`src/rtl/ex2_wb_sched_pkg.sv`:
```
// Shared definitions for the EX2 writeback scheduler: op kinds, FSM states, group records.
// Latency: n/a (types and helpers only).
// Backpressure: n/a.
package ex2_wb_sched_pkg;

  localparam int XLEN   = 32;
  localparam int REGW   = 5;
  localparam int WDOG_W = 8;

  // Lane operation class as presented by EX1
  typedef enum logic [1:0] {
    KIND_ALU  = 2'd0,
    KIND_DIV  = 2'd1,
    KIND_LOAD = 2'd2,
    KIND_CSR  = 2'd3
  } kind_e;

  typedef enum logic {
    ST_IDLE = 1'b0,
    ST_WAIT = 1'b1
  } state_e;

  // Group parked while one lane waits on a multi-cycle unit
  typedef struct packed {
    logic             wait_lane;  // 0: lane0 waits, 1: lane1 waits
    kind_e            kind;       // unit whose response completes the group
    logic [REGW-1:0]  rd0;
    logic [REGW-1:0]  rd1;
    logic [XLEN-1:0]  alu_data;   // result for the lane that is not waiting
  } grp_t;

  // One regfile write port
  typedef struct packed {
    logic             we;
    logic [REGW-1:0]  rd;
    logic [XLEN-1:0]  data;
  } wr_t;

  // Writes to r0 are suppressed, and an idle port carries all-zero rd/data
  function automatic wr_t mk_wr(input logic [REGW-1:0] rd, input logic [XLEN-1:0] data);
    wr_t w;
    w.we   = (rd != '0);
    w.rd   = w.we ? rd : '0;
    w.data = w.we ? data : '0;
    return w;
  endfunction

endpackage

```
`src/rtl/wb_timeout_cnt.sv`:
```
// Watchdog for the WAIT state: counts cycles while enabled, flags the final one.
// Latency: expire is combinational from the count during the MAX-th enabled cycle.
// Backpressure: none; clear has priority over enable, count saturates.
module wb_timeout_cnt
  import ex2_wb_sched_pkg::*;
#(
  parameter int MAX = 255
) (
  input  logic clk,
  input  logic aresetn,
  input  logic clear,
  input  logic enable,
  output logic expire
);

  localparam logic [WDOG_W-1:0] LAST = WDOG_W'(MAX - 1);

  logic [WDOG_W-1:0] cnt_q, cnt_d;

  // Next count: clear on WAIT entry, otherwise step once per enabled cycle
  always_comb begin
    cnt_d = cnt_q;
    if (clear) begin
      cnt_d = '0;
    end else if (enable && (cnt_q != '1)) begin
      cnt_d = cnt_q + 1'b1;
    end
  end

  // Count register
  always_ff @(posedge clk or negedge aresetn) begin
    if (!aresetn) begin
      cnt_q <= '0;
    end else begin
      cnt_q <= cnt_d;
    end
  end

  // Count holds N-1 during the N-th enabled cycle
  assign expire = enable && (cnt_q == LAST);

endmodule

```
`src/rtl/ex2_wb_sched.sv`:
```
// EX2 writeback scheduler: retires dual-lane groups, parking on one slow unit (DIV/LOAD/CSR).
// Latency: 1 cycle for all-ALU groups; 1 cycle after the matching unit response otherwise.
// Backpressure: issue_ready drops for the whole WAIT; flush or watchdog expiry abandons a group.
module ex2_wb_sched
  import ex2_wb_sched_pkg::*;
#(
  parameter int TIMEOUT_MAX = 255
) (
  input  logic            clk,
  input  logic            aresetn,
  input  logic            flush,
  input  logic            issue_valid,
  input  logic [1:0]      issue_kind0,
  input  logic [1:0]      issue_kind1,
  input  logic [4:0]      issue_rd0,
  input  logic [4:0]      issue_rd1,
  input  logic [31:0]     issue_data0,
  input  logic [31:0]     issue_data1,
  output logic            issue_ready,
  input  logic            div_ready,
  input  logic            dcache_ready,
  input  logic            csr_ready,
  input  logic [31:0]     div_data,
  input  logic [31:0]     dcache_data,
  input  logic [31:0]     csr_data,
  output logic            wb_we0,
  output logic            wb_we1,
  output logic [4:0]      wb_rd0,
  output logic [4:0]      wb_rd1,
  output logic [31:0]     wb_data0,
  output logic [31:0]     wb_data1,
  output logic            busy,
  output logic            timeout
);

  state_e          state_q, state_d;
  grp_t            grp_q, grp_d;
  wr_t             wr0_q, wr0_d, wr1_q, wr1_d;
  logic            timeout_q, timeout_d;

  kind_e           k0, k1;
  logic            accept;
  logic            lane0_slow, lane1_slow;
  logic            resp_hit;
  logic [XLEN-1:0] resp_data;
  logic            wd_clear, wd_en, wd_expire;

  assign k0         = kind_e'(issue_kind0);
  assign k1         = kind_e'(issue_kind1);
  assign lane0_slow = (k0 != KIND_ALU);
  assign lane1_slow = (k1 != KIND_ALU);
  // flush blocks acceptance even though ready is still advertised
  assign accept     = issue_valid && (state_q == ST_IDLE) && !flush;

  assign wd_clear   = accept && (lane0_slow || lane1_slow);
  assign wd_en      = (state_q == ST_WAIT);

  wb_timeout_cnt #(
    .MAX (TIMEOUT_MAX)
  ) u_wdog (
    .clk     (clk),
    .aresetn (aresetn),
    .clear   (wd_clear),
    .enable  (wd_en),
    .expire  (wd_expire)
  );

  // Pick the response of the unit the parked group is waiting on; others are ignored
  always_comb begin
    resp_hit  = 1'b0;
    resp_data = '0;
    case (grp_q.kind)
      KIND_DIV:  begin resp_hit = div_ready;    resp_data = div_data;    end
      KIND_LOAD: begin resp_hit = dcache_ready; resp_data = dcache_data; end
      KIND_CSR:  begin resp_hit = csr_ready;    resp_data = csr_data;    end
      default:   begin resp_hit = 1'b0;         resp_data = '0;          end
    endcase
  end

  // Next state, group capture and registered writeback/timeout decisions
  always_comb begin
    state_d   = state_q;
    grp_d     = grp_q;
    wr0_d     = '0;
    wr1_d     = '0;
    timeout_d = 1'b0;
    case (state_q)
      ST_IDLE: begin
        if (accept) begin
          if (lane0_slow) begin
            // A second slow lane is illegal; it degrades to an ALU write of 0
            grp_d.wait_lane = 1'b0;
            grp_d.kind      = k0;
            grp_d.rd0       = issue_rd0;
            grp_d.rd1       = issue_rd1;
            grp_d.alu_data  = lane1_slow ? '0 : issue_data1;
            state_d         = ST_WAIT;
          end else if (lane1_slow) begin
            grp_d.wait_lane = 1'b1;
            grp_d.kind      = k1;
            grp_d.rd0       = issue_rd0;
            grp_d.rd1       = issue_rd1;
            grp_d.alu_data  = issue_data0;
            state_d         = ST_WAIT;
          end else begin
            wr0_d = mk_wr(issue_rd0, issue_data0);
            wr1_d = mk_wr(issue_rd1, issue_data1);
          end
        end
      end
      ST_WAIT: begin
        if (flush) begin
          state_d = ST_IDLE;
        end else if (resp_hit) begin
          // Completion beats a coincident watchdog expiry
          state_d = ST_IDLE;
          wr0_d   = mk_wr(grp_q.rd0, grp_q.wait_lane ? grp_q.alu_data : resp_data);
          wr1_d   = mk_wr(grp_q.rd1, grp_q.wait_lane ? resp_data : grp_q.alu_data);
        end else if (wd_expire) begin
          state_d   = ST_IDLE;
          timeout_d = 1'b1;
        end
      end
      default: state_d = ST_IDLE;
    endcase
  end

  // State, parked group and output registers
  always_ff @(posedge clk or negedge aresetn) begin
    if (!aresetn) begin
      state_q   <= ST_IDLE;
      grp_q     <= '0;
      wr0_q     <= '0;
      wr1_q     <= '0;
      timeout_q <= 1'b0;
    end else begin
      state_q   <= state_d;
      grp_q     <= grp_d;
      wr0_q     <= wr0_d;
      wr1_q     <= wr1_d;
      timeout_q <= timeout_d;
    end
  end

  assign issue_ready = (state_q == ST_IDLE);
  assign busy        = (state_q == ST_WAIT);
  assign timeout     = timeout_q;
  assign wb_we0      = wr0_q.we;
  assign wb_rd0      = wr0_q.rd;
  assign wb_data0    = wr0_q.data;
  assign wb_we1      = wr1_q.we;
  assign wb_rd1      = wr1_q.rd;
  assign wb_data1    = wr1_q.data;

endmodule

```
`config.mk`:
```
export PLATFORM = sky130hd
export DESIGN_NAME = ex2_wb_sched
export DESIGN_NICKNAME = d
export VERILOG_FILES = /design/src/rtl/ex2_wb_sched_pkg.sv /design/src/rtl/wb_timeout_cnt.sv /design/src/rtl/ex2_wb_sched.sv
export SDC_FILE = /design/constraint.sdc
export NUM_CORES = 1
export LEC_CHECK = 0
export BUFFER_PORTS_ARGS = -buffer_cell sky130_fd_sc_hd__buf_2
export CAP_MARGIN = 30
export CORE_ASPECT_RATIO = 0.9
export CORE_MARGIN = 10
export CORE_UTILIZATION = 25
export DETAILED_ROUTE_END_ITERATION = 7
export GPL_ROUTABILITY_DRIVEN = 0
export PLACE_DENSITY = 0.58
export RECOVER_POWER = 50
export SYNTH_ARGS = -nofsm -noshare
export SYNTH_HDL_FRONTEND = slang
export SYNTH_SLANG_ARGS = --single-unit
export TNS_END_PERCENT = 30
```
`constraint.sdc`:
```
create_clock -name clk -period 2.3 [get_ports clk]
set_input_delay 0.115 -clock clk [delete_from_list [all_inputs] [get_ports clk]]
set_output_delay 0.115 -clock clk [all_outputs]
set_load 0.05 [all_outputs]
```
==> results of run 1 <==
-- flip-flops by register name (all words and copies together), names as in the netlist --
name,count
u_wdog.cnt_q,8
grp_q,45
wb_data1,32
wb_data0,32
wb_rd1,5
wb_we1,1
busy,1
timeout,1
wb_we0,1
wb_rd0,5
-- synthesized netlist by cell type, types with 2 or more instances --
master       n
a21oi_1      4
a221oi_1    64
a22o_1      11
a31oi_1     36
and4_1       3
buf_1        4
buf_2       28
buf_4        5
clkbuf_1    67
clkbuf_2     2
dfrtp_1    131
ha_1         2
inv_1        6
mux2_1       4
mux2_2      39
mux2i_1      3
nand3_1      3
nand4_1      2
nor2_1      69
nor2b_1      2
nor3b_1     33
o2111ai_1   65
o211ai_1     2
o21ai_0     65
o21ai_1      9
o22ai_1      2
o41ai_1     65
or4_1        4
-- worst max-delay path: stages (launching register included) --
cell	delay, ns
dfrtp_2	0.50
and2b_2	0.40
buf_4	0.43
a221oi_1	0.15
o41ai_1	0.47
-- metal layers --
metal	wire length, um	track usage	up-vias
met5	0	0	-
met4	459	0.0513	0
met3	2750	0.0491	31
met2	15900	0.281	399
met1	14100	0.215	3921
li1	-	-	3565
-- kinds of logic (layout without fill, tap and decap cells) --
logic type,after synthesis,in the layout,share of synthesized area
AND/OR/NAND/NOR,129,129,0.0954
multiplexers,46,46,0.0686
flip-flops,131,131,0.438
adder cells (fa/ha/maj),2,2,0.00334
buffers and inverters,113,377,0.0651
other,0,2,0
AO/OA/AOI/OAI,327,327,0.330
-- what timing repair did --
| action | in CTS | in global routing |
|---|---|---|
| hold buffers | 52 | 0 |
| endpoints found under the hold margin | 121 | 0 |
| setup endpoints to repair | 0 | 0 |
-- worst min-delay path by stage --
stage / to / depth (start not counted) / slack [ns] / start
2_1_floorplan: busy / 0 / -0.18 / aresetn
3_5_place_dp: grp_q[38] / 1 / 0.16 / aresetn
3_3_place_gp: grp_q[38] / 1 / 0.15 / aresetn
4_1_cts: wb_data0[0] / 3 / 0.0006 / issue_data0[0]
6_report: wb_data0[10] / 3 / 0.007 / issue_data0[10]
5_1_grt: timeout / 2 / 0.009 / flush
-- layout by cell type (no fill, tap or decap), types with 11 or more instances in the layout --
cell type      count
buf_2            217
dfrtp_1          128
nor2_1            66
o2111ai_1         65
o41ai_1           65
o21ai_0           65
a221oi_1          64
dlygate4sd3_1     52
clkbuf_1          41
mux2_2            39
a31oi_1           36
nor3b_1           33
buf_4             24
clkbuf_16         17
a22o_1            11
-- power groups by stage --
stage / clock (uW) / sequential (uW) / combinational [uW]
floorplan: 0 / 2910 / 1280
global placement: 0 / 2760 / 2200
detailed placement: 0 / 2770 / 2240
CTS: 2930 / 2730 / 2310
global route: 3040 / 2770 / 2500
finish: 2870 / 2730 / 2300
-- metrics by stage --
| step | hold slack, ns | power (uW) | cell area (sq um) | utilization | instances |
|---|---|---|---|---|---|
| after CTS | 0.000649 | 7970 | 10300 | 0.346 | 1415 |
| after global routing | 0.00922 | 8310 | 10200 | 0.345 | 1417 |
| after global placement | 0.152 | 4960 | 9170 | 0.309 | 1332 |
| final | 0.00694 | 7900 | 10200 | 0.345 | 1417 |
| after detailed placement | 0.164 | 5010 | 9170 | 0.309 | 1332 |
| after floorplan | -0.181 | 4190 | 7490 | - | 748 |
-- cell type report --
type                            count  area, sq um
Fill cell                        3117        19500
Multi-Input combinational cell    504         3780
Sequential cell                   131         3280
Timing Repair Buffer              340         2050
Tap cell                          403          504
Clock buffer                       17          425
Clock inverter                     14          178
Inverter                            6         22.5
Antenna cell                        2         5.00
==> key figures, run 1 <==
STA
  – Min Tclk post-route: 2.11 ns
  – RSZ-0062 raised after global routing: false
  – Final slew viol count: 61
  – # setup viols final: 0
  – Final WS setup: 0.190 ns
  – Worst Max-Slew Pin Slew: 1.80 ns
  – Setup TNS: 0 ns
  – Final period utilization: 0.918
  – Max transition margin: -0.203
  – Worst Skew: 0.0202 ns
  – Final Hold Viols: 0
  – Maximum clock rate: 474 MHz

Global route
  – Total gr overflow: 0
  – First-pass GRT wire length: 50200 um
  – Overall Global Routing Usage: 0.172
  – Number of global-route vias before repair: 8210
  – Initial antenna violation count: 2
  – Largest net degree at the start of global routing: 108

Worst setup path
  – CP Data Required Time: 2.56 ns
  – Reg-to-reg startpoint: grp_q[42]
  – Critical Path End Type: register
  – Crit Path Class: reg -> reg
  – Crit start category: register
  – Reg2Reg Capture Point: wb_data1[14]
  – CP Data Arrival Time: 2.37 ns
  – Critical Path Sink: wb_data1[14]
  – Max FO, Critical Path: 30
  – Worst Setup SP: grp_q[42]
  – R2R Setup Slk: 0.19 ns
  – R2R depth: 4

Flow run
  – Maxcap violations: 1

Synth
  – Top area cells in the synthesized netlist: dfrtp_1 (44%), o2111ai_1 (7.6%), o41ai_1 (7.6%)
  – Synth cell types: 46
  – YS warnings: 0
  – #FFs+latches synth: 131
  – Synth Net Count: 931
  – Syn Area/Cell: 10.0 sq um
  – Post-Syn Instances: 748
  – Async set-reset flop share out of synthesis: 1.00
  – Sequential area share after synthesis: 0.438
  – Mapped cell area: 7490 sq um
  – EDFF count, synth: 0
  – Main synth FF type: dfrtp_1
  – Synth top area share: 0.438
  – Cell taking the most area after synthesis: dfrtp_1

Routing
  – WL/cell: 23.5 um
  – DR pass1 iterations: 6
  – Final WL: 33300 um
  – Routed vias/inst: 5.59
  – # DRC: 0
  – Antenna-violating nets left: 0
  – Initial DRC count: 658
  – Vias: 7916

Pwr
  – Leak pwr: 0.00433 uW
  – Combinational share of power: 0.291
  – Peak VDD IR: 0.524 mV
  – Clk pwr share: 0.363
  – Flop pwr share: 0.346
  – Sw Share: 0.357
  – Power Internal: 5080 uW
  – PwrDens: 772 nW/um^2
  – Psw: 2820 uW

Floorplan
  – Core area: 29700 sq um
  – Die X-Extent: 202 um
  – Die Y: 184 um
  – Die outline area: 37300 sq um
  – IO Pins: 260
  – Initial core utilization: 0.252
  – # rows: 60

Clocking
  – Post-CTS sizing: 0
  – CTS tree: yes
  – Clock transition at path regs: 0.08 ns
  – Root buffer cell: clkbuf_16
  – Post-CTS setup buffer count: 0
  – Num CTS Buffers: 17
  – Worst-skew pair later-pin latency: 0.43 ns
  – Clock buffer depth: 2
  – CTS Sinks: 131
  – Max H-tree Level: 4

Placement
  – Input/output buffers: 259
  – Place WS: 0.280 ns
  – Final HPWL DP: 22300 um

Cells and area
  – P&R area growth vs syn: 36.7%
  – Final nets: 1183
  – Layout cells sized above 1: 0.329

Run status
  – Status: finished, violations left
  – Failing checks: max-capacitance violations, max-slew violations

Worst hold path
  – Min-Delay Path Class: in -> reg
(Power assumes the default switching activity.)
==> run 2, diff against run 1 <==
- CORE_ASPECT_RATIO: 0.9 -> 0.7
- CORE_MARGIN: 10 -> 1
==> key figures, run 2 (synthesis results as in run 1) <==
Run status
  – Status: completed

Worst hold path
  – Worst Hold Depth: 3
  – Min-Delay Path Class: in -> reg
  – Worst Hold Path EP: grp_q[4]
  – Min-delay src: issue_data1[4]

Routing
  – Routed vias/inst: 5.61
  – Vias: 7832
  – DR pass1 iterations: 5
  – # DRC: 0
  – Initial DRC count: 477
  – WL/cell: 21.7 um
  – Antenna-violating nets left: 0
  – Final WL: 30400 um

Cells and area
  – Layout cells sized above 1: 0.325
  – Number of flip-flops under the largest register name: 45
  – P&R area growth vs syn: 38.0%
  – Commonest cells after routing, fill and taps aside: buf_2 (219), dfrtp_1 (128), nor2_1 (66)
  – Commonest non-fill, non-tap cell in the layout: buf_2
  – Fill cells: 2985
  – Top reg by flops: grp_q
  – Final nets: 1184

Clocking
  – Post-CTS sizing: 0
  – Post-CTS setup buffer count: 0
  – Root buffer cell: clkbuf_16
  – CTS Sinks: 131
  – Clock buffer depth: 2
  – CTS tree: yes
  – Num CTS Buffers: 17
  – Hold_buf cts: 56
  – Worst-skew pair later-pin latency: 0.41 ns
  – Clock transition at path regs: 0.06 ns
  – Max H-tree Level: 4

Floorplan
  – # rows: 52
  – Initial core utilization: 0.257
  – Die X-Extent: 209 um
  – Die Y: 147 um
  – IO Pins: 260
  – Die outline area: 30700 sq um
  – Core area: 29100 sq um

STA
  – # setup viols final: 0
  – Final Hold Viols: 0
  – Setup TNS: 0 ns
  – Min Tclk post-route: 1.92 ns
  – Worst Skew: 0.00818 ns
  – Max transition margin: 0.368
  – Worst Max-Slew Pin Slew: 0.948 ns
  – Final period utilization: 0.833
  – RSZ-0062 raised after global routing: false
  – Final slew viol count: 0
  – Maximum clock rate: 522 MHz

Flow run
  – Maxcap violations: 0

Worst setup path
  – Reg-to-reg startpoint: grp_q[42]
  – CP Data Required Time: 2.59 ns
  – Critical-path top delay cell: or4_2
  – CP Data Arrival Time: 2.20 ns
  – Crit Path Class: in -> reg
  – Reg2Reg Capture Point: timeout
  – Slowest stage delay, CP: 0.66 ns
  – Max FO, Critical Path: 33
  – R2R depth: 3
  – Crit start category: input pin
  – Crit-path cells: dlygate4sd3_1 -> buf_2 -> or4_2 -> buf_4 -> o2111ai_1 -> o41ai_1
  – R2R Setup Slk: 0.46 ns
  – Critical Path End Type: register

Global route
  – Number of global-route vias before repair: 7882
  – Total gr overflow: 0
  – First-pass GRT wire length: 45900 um
  – Overall Global Routing Usage: 0.194
  – Largest net degree at the start of global routing: 108
  – Initial antenna violation count: 6

Placement
  – Final HPWL DP: 19600 um
  – Input/output buffers: 259

Pwr
  – Peak VDD IR: 0.493 mV
  – Leak pwr: 0.00439 uW
  – PwrDens: 789 nW/um^2
  – Design Power: 8160 uW
-- run 2: cell types whose count changed in the layout (fill, tap and decap cells not counted), moves of 2 or more --
cell,change
clkbuf_8,+4
buf_2,+2
dlygate4sd3_1,+4
clkinvlp_4,-3
inv_6,-5
buf_4,-8
buf_12,+3
diode_2,+3
bufinv_16,+2
-- run 2: per-layer routing --
layer	up-vias	wire length [um]	track usage
li1	3572	-	-
met1	3834	13800	0.259
met2	393	13800	0.306
met3	33	2210	0.0496
met4	0	531	0.0625
met5	-	0	0
-- run 2: how the worst max path moves through the flow --
| stage | startpoint | to | slack, ns | cells past startpoint |
|---|---|---|---|---|
| 2_1_floorplan | busy | wb_data0[24] | 0.37 | 6 |
| 3_3_place_gp | grp_q[43] | wb_data1[26] | 0.47 | 4 |
| 3_5_place_dp | grp_q[43] | wb_data1[26] | 0.50 | 4 |
| 4_1_cts | issue_rd1[1] | wb_data1[4] | 0.45 | 6 |
| 5_1_grt | busy | wb_data0[11] | 0.32 | 5 |
| 6_report | issue_rd1[1] | wb_data1[4] | 0.38 | 6 |
-- run 2: cell type report --
type | count | area [sq um] | area share
antenna | 5 | 12.5 | 0.00121
clock buffer | 24 | 492 | 0.0476
clock inverter | 8 | 171 | 0.0166
inverter | 6 | 22.5 | 0.00218
multi-input combinational | 504 | 3780 | 0.366
sequential | 131 | 3280 | 0.317
tap | 378 | 473 | 0.0457
timing repair buffer | 341 | 2110 | 0.204
-- run 2: report_power, final --
group          switching [uW]  leakage, uW  internal (uW)
registers                 189      0.00176           2540
clock network            1050     0.000321           2040
logic                    1490      0.00230            849
-- run 2: critical path, delay by kind of cell --
| kind | cells | cell delay (ns) |
|---|---|---|
| buffers and inverters | 3 | 1.00 |
| AND/OR/NAND/NOR | 1 | 0.66 |
| AO/OA/AOI/OAI | 2 | 0.40 |
-- run 2: through the flow --
stage               worst slack (ns)  instances  hold WS [ns]  instance area (sq um)   util
floorplan                      0.371        748        -0.181                   7490      -
global placement               0.475       1304        0.0397                   9170  0.315
detailed placement             0.495       1304        0.0319                   9170  0.315
CTS                            0.454       1392      0.000276                  10400  0.356
global route                   0.317       1395       0.00882                  10300  0.355
finish                         0.385       1397        0.0166                  10300  0.355
